### config.mk
export PLATFORM = sky130hd
export DESIGN_NAME = tile_collision_probe
export DESIGN_NICKNAME = d
export VERILOG_FILES = /design/src/rtl/tile_pkg.sv /design/src/rtl/tile_addr_gen.sv /design/src/rtl/tile_collision_probe.sv
export SDC_FILE = /design/constraint.sdc
export NUM_CORES = 1
export LEC_CHECK = 0
export CORE_MARGIN = 2
export CORE_UTILIZATION = 45
export DETAILED_ROUTE_END_ITERATION = 10
export GPL_TIMING_DRIVEN = 0
export PLACE_DENSITY = 0.67
export SLEW_MARGIN = 10
export SYNTH_ARGS = -nofsm -noshare
export SYNTH_HDL_FRONTEND = slang
export SYNTH_SLANG_ARGS = --single-unit
### constraint.sdc
create_clock -name clock -period 21.9 [get_ports clock]
set_input_delay 5.475 -clock clock [delete_from_list [all_inputs] [get_ports clock]]
set_output_delay 5.475 -clock clock [all_outputs]
set_load 0.005 [all_outputs]
### src/rtl/tile_pkg.sv
// Shared types and limits for the tile collision probe.
package tile_pkg;

    // Footprint and read-latency limits; counter widths derive from them.
    localparam int unsigned SprMax   = 4;
    localparam int unsigned RdLatMax = 4;
    localparam int unsigned IdxW     = $clog2(SprMax);
    localparam int unsigned WaitW    = $clog2(RdLatMax);

    // Signed probe coordinate: holds x-1 = -1 up to 2047 + SprMax.
    localparam int unsigned CoordW   = 13;

    typedef enum logic [2:0] {
        StIdle,
        StIssue,
        StWait,
        StSample,
        StDone
    } state_e;

    // Probe order is the declaration order.
    typedef enum logic [1:0] {
        DirLeft,
        DirRight,
        DirUp,
        DirDown
    } dir_e;

    // Index of the last probe on a side: LEFT/RIGHT walk rows, UP/DOWN walk columns.
    function automatic logic [IdxW-1:0] side_last_idx(dir_e dir, int spr_w, int spr_h);
        if (dir == DirLeft || dir == DirRight) begin
            return IdxW'(spr_h - 1);
        end
        return IdxW'(spr_w - 1);
    endfunction

endpackage

### src/rtl/tile_addr_gen.sv
// Tilemap address generation: bounds check plus row-major linear address.
module tile_addr_gen
    import tile_pkg::*;
#(
    parameter int MAP_W  = 2000,
    parameter int MAP_H  = 15,
    parameter int ADDR_W = 15
) (
    input  logic signed [CoordW-1:0] col,
    input  logic signed [CoordW-1:0] row,
    output logic [ADDR_W-1:0]        addr,
    output logic                     in_bounds
);

    int col_i;
    int row_i;
    int lin;

    // Full 32-bit product before reduction so no row/column bits are lost.
    always_comb begin
        col_i     = int'(col);
        row_i     = int'(row);
        in_bounds = (col_i >= 0) && (col_i < MAP_W) && (row_i >= 0) && (row_i < MAP_H);
        lin       = row_i * MAP_W + col_i;
        addr      = in_bounds ? ADDR_W'(lin) : '0;
    end

endmodule

### src/rtl/tile_collision_probe.sv
// Probes the ring of tiles around an object footprint and reports which sides are blocked.
module tile_collision_probe
    import tile_pkg::*;
#(
    parameter int MAP_W     = 2000,
    parameter int MAP_H     = 15,
    parameter int ADDR_W    = 15,
    parameter int TILE_W    = 4,
    parameter int SPR_W     = 1,
    parameter int SPR_H     = 1,
    parameter int RD_LAT    = 1,
    parameter int SOLID_MIN = 1
) (
    input  logic              clock,
    input  logic              resetn,
    input  logic              start,
    input  logic [10:0]       x_tile,
    input  logic [3:0]        y_tile,
    output logic [ADDR_W-1:0] mem_addr,
    output logic              mem_rd,
    input  logic [TILE_W-1:0] mem_data,
    output logic              left,
    output logic              right,
    output logic              up,
    output logic              down,
    output logic              busy,
    output logic              done
);

    localparam logic signed [CoordW-1:0] OneC  = CoordW'(1);
    localparam logic signed [CoordW-1:0] SprWC = CoordW'(SPR_W);
    localparam logic signed [CoordW-1:0] SprHC = CoordW'(SPR_H);

    state_e                    state_q;
    state_e                    state_adv;
    dir_e                      dir_q;
    dir_e                      dir_adv;
    logic [IdxW-1:0]           idx_q;
    logic [IdxW-1:0]           idx_adv;
    logic [IdxW-1:0]           side_last;
    logic [WaitW-1:0]          wait_q;
    logic [10:0]               x_q;
    logic [3:0]                y_q;
    logic [3:0]                acc_q;
    logic signed [CoordW-1:0]  x_c;
    logic signed [CoordW-1:0]  y_c;
    logic signed [CoordW-1:0]  idx_c;
    logic signed [CoordW-1:0]  probe_col;
    logic signed [CoordW-1:0]  probe_row;
    logic [ADDR_W-1:0]         gen_addr;
    logic                      gen_in_bounds;
    logic                      last_in_side;
    logic                      solid;

    // Current probe cell from the latched position and the (side, index) pointer.
    always_comb begin
        x_c       = $signed({{(CoordW - 11){1'b0}}, x_q});
        y_c       = $signed({{(CoordW - 4){1'b0}}, y_q});
        idx_c     = $signed({{(CoordW - IdxW){1'b0}}, idx_q});
        probe_col = '0;
        probe_row = '0;
        unique case (dir_q)
            DirLeft:  begin probe_col = x_c - OneC;  probe_row = y_c + idx_c; end
            DirRight: begin probe_col = x_c + SprWC; probe_row = y_c + idx_c; end
            DirUp:    begin probe_col = x_c + idx_c; probe_row = y_c - OneC;  end
            DirDown:  begin probe_col = x_c + idx_c; probe_row = y_c + SprHC; end
            default:  begin probe_col = '0;          probe_row = '0;          end
        endcase
    end

    tile_addr_gen #(
        .MAP_W  (MAP_W),
        .MAP_H  (MAP_H),
        .ADDR_W (ADDR_W)
    ) u_addr_gen (
        .col       (probe_col),
        .row       (probe_row),
        .addr      (gen_addr),
        .in_bounds (gen_in_bounds)
    );

    // Pointer advance shared by out-of-bounds ISSUE and SAMPLE.
    always_comb begin
        side_last    = side_last_idx(dir_q, SPR_W, SPR_H);
        last_in_side = (idx_q == side_last);
        state_adv    = (last_in_side && dir_q == DirDown) ? StDone : StIssue;
        dir_adv      = last_in_side ? dir_e'(2'(dir_q) + 2'd1) : dir_q;
        idx_adv      = last_in_side ? '0 : idx_q + 1'b1;
        solid        = int'(mem_data) >= SOLID_MIN;
    end

    // Read strobe only for in-bounds probes; address parked at zero otherwise.
    always_comb begin
        mem_rd   = (state_q == StIssue) && gen_in_bounds;
        mem_addr = mem_rd ? gen_addr : '0;
    end

    // Probe sequencer; flags are published together only when the pass completes.
    always_ff @(posedge clock or negedge resetn) begin
        if (!resetn) begin
            state_q <= StIdle;
            dir_q   <= DirLeft;
            idx_q   <= '0;
            wait_q  <= '0;
            x_q     <= '0;
            y_q     <= '0;
            acc_q   <= '0;
            left    <= 1'b0;
            right   <= 1'b0;
            up      <= 1'b0;
            down    <= 1'b0;
            busy    <= 1'b0;
            done    <= 1'b0;
        end else begin
            done <= 1'b0;
            unique case (state_q)
                StIdle: begin
                    if (start) begin
                        x_q     <= x_tile;
                        y_q     <= y_tile;
                        dir_q   <= DirLeft;
                        idx_q   <= '0;
                        acc_q   <= '0;
                        busy    <= 1'b1;
                        state_q <= StIssue;
                    end
                end
                StIssue: begin
                    if (gen_in_bounds) begin
                        wait_q  <= WaitW'(RD_LAT - 1);
                        state_q <= (RD_LAT > 1) ? StWait : StSample;
                    end else begin
                        // Off-map cells count as solid without a read.
                        acc_q[dir_q] <= 1'b1;
                        dir_q        <= dir_adv;
                        idx_q        <= idx_adv;
                        state_q      <= state_adv;
                    end
                end
                StWait: begin
                    wait_q <= wait_q - 1'b1;
                    if (wait_q <= WaitW'(1)) begin
                        state_q <= StSample;
                    end
                end
                StSample: begin
                    if (solid) begin
                        acc_q[dir_q] <= 1'b1;
                    end
                    dir_q   <= dir_adv;
                    idx_q   <= idx_adv;
                    state_q <= state_adv;
                end
                StDone: begin
                    left    <= acc_q[0];
                    right   <= acc_q[1];
                    up      <= acc_q[2];
                    down    <= acc_q[3];
                    done    <= 1'b1;
                    busy    <= 1'b0;
                    state_q <= StIdle;
                end
                default: state_q <= StIdle;
            endcase
        end
    end

endmodule

; Yosys cells after proc, flatten, opt, wreduce, memory -nomap -nowiden
; Cells that the tools add are included.
[word_totals]
ff_bits = 34
latchBits = 0
ram_bits = 0
romBits = 0
output_inout_bits = 22
wordCells = 96
mem_count = 0
[classes]
add_sub_neg = 10
n_mul = 1
div_mod_pow = 0
magnitude_cmp = 8
n_eq_ne = 13
n_shift = 0
mux = 30
bitwise_logic = 1
n_reduce_logical = 20
[ops]
columns = cell, count
row1 = case mux 13 bit (3 select lines), 2
row2 = two-way mux 15 bit, 2
row3 = ">= comparator 13 x 1 -> 1 bit, second input constant", 2
row4 = two-way mux 2 bit, 8
row5 = adder 15 x 13 -> 15 bit, 1
row6 = "< comparator 13 x 12 -> 1 bit, second input constant", 1
row7 = "< comparator 13 x 5 -> 1 bit, second input constant", 1
row8 = "multiplier 13 x 8 -> 11 bit, second input constant", 1
row9 = "adder 11 x 1 -> 12 bit, second input constant", 1
row10 = adder 11 x 2 -> 12 bit, 1
row11 = two-way mux 3 bit, 4
row12 = two-way mux 4 bit, 3
row13 = case mux 2 bit (3 select lines), 2
row14 = case mux 3 bit (4 select lines), 1
row15 = case mux 4 bit (3 select lines), 1
row16 = "subtractor 11 x 1 -> 12 bit, second input constant", 1
row17 = "inequality test 2 bit, second input constant", 5
row18 = AND reduction 2 bit, 4
row19 = "equality test 3 x 2 -> 1 bit, second input constant", 2
row20 = logical AND 1 bit, 6
row21 = "adder 4 x 1 -> 5 bit, second input constant", 1
row22 = adder 4 x 2 -> 5 bit, 1
row23 = "subtractor 4 x 1 -> 5 bit, second input constant", 1
row24 = "adder 2 x 1 -> 2 bit, second input constant", 2
row25 = 23 further kinds, 29

; Depth between registers and ports, before layout
[logic_depth]
depth_word = 9
ltp_mapped = 26
mapped_depth_nobuf = 26

; Hierarchy
; A second synthesis with hierarchy kept.
[hier_totals]
cells_unflattened = 438
area_unflattened_um2 = 3866.2
[modules_own_cells]
columns = module, n_inst, cells_each, area_per_inst_um2, seq_area_each_um2
row1 = tile_collision_probe, 1, 253, 2242.2, 850.8
row2 = tile_addr_gen, 1, 185, 1624.1, 0.0

; Least setup slack after synthesis
; No wires, ideal clock.
[synth_path]
kind = flip-flop to output port
startpoint = reg dir_q[0]
endpoint = out mem_addr[14]
arrival_ns = 6.047
t_required_ns = 16.425
setup_slack_ns = 10.378
path_stages_with_launch = 22
path_buffers = 1
cell_sequence = dfrtp_1 inv_1 ha_1 clkbuf_1 inv_1 nor4b_1 a41o_1 inv_1 fa_1 fa_1 inv_1 fa_1 inv_1 fa_1 inv_1 ha_1 xnor2_1 ha_1 o41ai_1 o21ai_0 xnor2_1 nor2_1
[synth_between]
elab_chain_len = 9
word_cells_on_any_way = 20
classes_between = 1 x add/sub / 1 x mul / 4 x order compare / 3 x eq/ne / 4 x mux / 7 x reduce/logical
[synth_rtl]
columns = item, line_no
row1 = "start, declared", tile_collision_probe.sv:36  ; dir_e dir_q;
row2 = "start signal, assigned", tile_collision_probe.sv:102  ; dir_q <= DirLeft;
row3 = "start signal, assigned", tile_collision_probe.sv:121  ; dir_q <= DirLeft;
row4 = "start signal, assigned", tile_collision_probe.sv:135  ; dir_q <= dir_adv;
row5 = branches (longest 8 deep; another with adder 15 x 13 -> 15 bit), --
row6 = two-way mux 15 bit (*), tile_collision_probe.sv:95  ; mem_addr = mem_rd ? gen_addr : '0;
row7 = "end, declared", tile_collision_probe.sv:19  ; output logic [ADDR_W-1:0] mem_addr,
; Every way passes the cells marked *.

; Worst setup path after layout
; Ends and elaborated chain as after synthesis.

==> impl_metrics.yaml <==
final_layout:
  layout_commonest_cell: "inv_1"
  multi_input_comb_area_um2: 2490
  seqCellArea_um2: 851
  mostFrequentLayoutCells: "inv_1 (65), nand2_1 (50), ha_1 (49)"
  area_growth_pct: 19.8
  antenna_cells: 0
  fillers: 711
  drive_above_1_share_pct: 6.61
  nNetsFinal: 558
routing:
  drc: 0
  ant_nets: 0
  num_vias: 2894
  drtPass1Iterations: 4
  viasPerCell: 5.07
  drt_wl_total_um: 7470
  initialDrtViolationCount: 47
  wl_per_cell_um: 13.1
floorplanning:
  start_util_pct: 46.6
  die_h_um: 93.7
  design.core.area_um2: 7770
  die_area_um2: 8780
  rows: 32
  pin_count: 44
  fp.dieW_um: 93.7
cts:
  cts_buffers: 5
  cts_hold_buf: 0
  cts_root_buf: "clkbuf_8"
  clk_pin_slew_ns: 0.08
  clock-sinks: 34
  clock_latency_ns: 0.29
  clock_path_buffers: 2
  cts_tree: "done"
  htreeDepth: 2
  cts_setup_buffers: 0
  post_cts_resized: 0
timing:
  max_freq_mhz: 81.2
  rsz0062_at_grt: "false"
  tns_ns: 0
  relSlewSlack_pct: 45.4
  setup_viol: 0
  worst_pin_slew_ns: 0.813
  period_share_pct: 56.2
  hold_violations: 0
  skew_ns: 0.00987
  fin_crit_ns: 12.31
  drv_slew: 0
grt:
  track_usage_pct: 18.0
  grt_start_max_net_pins: 35
  grt_pass1_wl_um: 12700
  gr-total-overflow: 0
  first_global_vias: 2862
  antenna_found_initial: 0
yosys:
  synth-edff-count: 0
  synthesis.area_um2: 3620
  async_flop_share_pct: 100
  syn_inst: 417
  netlist_top_cells_area: "dfrtp_1 (23%), ha_1 (17%), fa_1 (11%), inv_1 (6.7%), nand2_1 (5.2%)"
  synth_flop_cell: "dfrtp_1"
  synth_top_area_cell: "dfrtp_1"
  ys_types: 53
  synth_top_area_share_pct: 23.5
  ys_seq_elements: 34
  seq_area_frac_synth_pct: 23.5
  syn-num-nets: 507
  synth_warnings: 0
  syn_avg_cell_area_um2: 8.69
critical_path:
  endpoint_kind: "primary output"
  critPathMaxFanout: 6
  cp.required_ns: 16.43
  startpoint_type: "flip-flop"
  critical_path_class: "flip-flop to primary output"
  crit_arrival_ns: 6.83
run:
  drv_cap: 0
status:
  status: "finished, final reports clean"
placement:
  io_buffers: 43
  dp_hpwl_um: 6090
  place.gp.congestion: 0.832
worst_hold_path:
  min_path_type: "flip-flop to flip-flop"
## sequential cells by signal, summed over array words and instances, names as in the netlist, 2 cells and up
signal / cells
acc_q: 4
dir_q: 2
idx_q: 2
state_q: 3
wait_q: 2
x_q: 11
y_q: 4
## synth_stat cells, types with 3 or more instances
cell	n
nand3_1	4
nor3b_1	3
xor2_1	9
a21oi_1	16
nor3_1	7
ha_1	49
nand2_1	50
or4_1	4
xnor2_1	19
o41ai_1	5
fa_1	19
nor4_1	5
nor2b_1	4
nand2b_1	5
o21ai_0	22
mux2_1	3
clkbuf_1	9
and3_1	3
dfrtp_1	34
nor2_1	33
o22ai_1	3
buf_2	4
inv_1	65
mux2i_1	4
mux2_2	5
## layout make-up
cell class | count | area share, %
multi-input cells | 305 | 57.3
flip-flops and latches | 34 | 19.6
repair buffers | 44 | 9.98
inverters | 65 | 5.62
well taps | 102 | 2.94
clock buffers | 6 | 1.90
clock inverters | 2 | 1.38
plain buffers | 13 | 1.24
## through the flow
stage	cell area, um^2	util [%]	cells	hold slack [ns]	worst slack, ns
floorplan	3620	-	417	0.438	10.38
global placement	4180	53.8	562	0.467	9.00
CTS	4340	55.8	571	0.494	9.57
detailed placement	4200	54.0	563	0.463	9.91
global route	4340	55.8	571	0.523	9.17
finish	4340	55.8	571	0.486	9.59
## per-layer routing
layer  share of wire [%]  up-vias  global-route usage, %
li1                    -     1492                      -
met1                  49     1351                   24.5
met2                  47       43                   30.1
met3                 2.6        8                   2.65
met4                 1.4        0                   4.83
met5                   0        -                      0
## critical path, stage by stage, from the launching register on
cell and delay, ns:
dfrtp_1 0.43, ha_1 0.28, nor2_1 0.22, ha_1 0.19, a21oi_1 0.04, nor3b_1 0.17, a21oi_1 0.08, xnor2_1 0.47
inv_1 0.19, fa_1 0.50, fa_1 0.49, inv_1 0.05, fa_1 0.53, inv_1 0.05, fa_1 0.53, inv_1 0.04
ha_1 0.31, xnor2_1 0.14, ha_1 0.24, o41ai_1 0.58, o21ai_0 0.24, xnor2_1 0.16, nor2_1 0.08, clkdlybuf4s50_1 0.50
## path summary, 6_finish.rpt
kind,from,end,slack [ns],cells after the start
min in group asynchronous,resetn,down,5.25,1
setup reg to reg,dir_q[0],idx_q[1],18.00,13
setup / recovery,dir_q[0],mem_addr[14],9.59,23
hold / removal,acc_q[2],acc_q[2],0.49,2
max in group asynchronous,resetn,x_q[9],16.15,1
hold reg to reg,acc_q[2],acc_q[2],0.49,2
## kinds of logic (layout without fill, tap and decap cells)
group | after synthesis | after routing | share of synthesized area (%)
and+or+nand+nor | 129 | 129 | 17.1
buffers and inverters | 78 | 130 | 8.22
adders and majority gates | 68 | 68 | 27.4
AOI/OAI and AO/OA | 66 | 66 | 12.9
DFF | 34 | 34 | 23.5
xor gates and xnor gates | 29 | 29 | 7.22
muxes | 12 | 12 | 3.59
other | 1 | 1 | 0.104
Power is left out: the tool's default activity adds up to more than one toggle a clock period on the data nets, which glitch-free logic cannot reach.
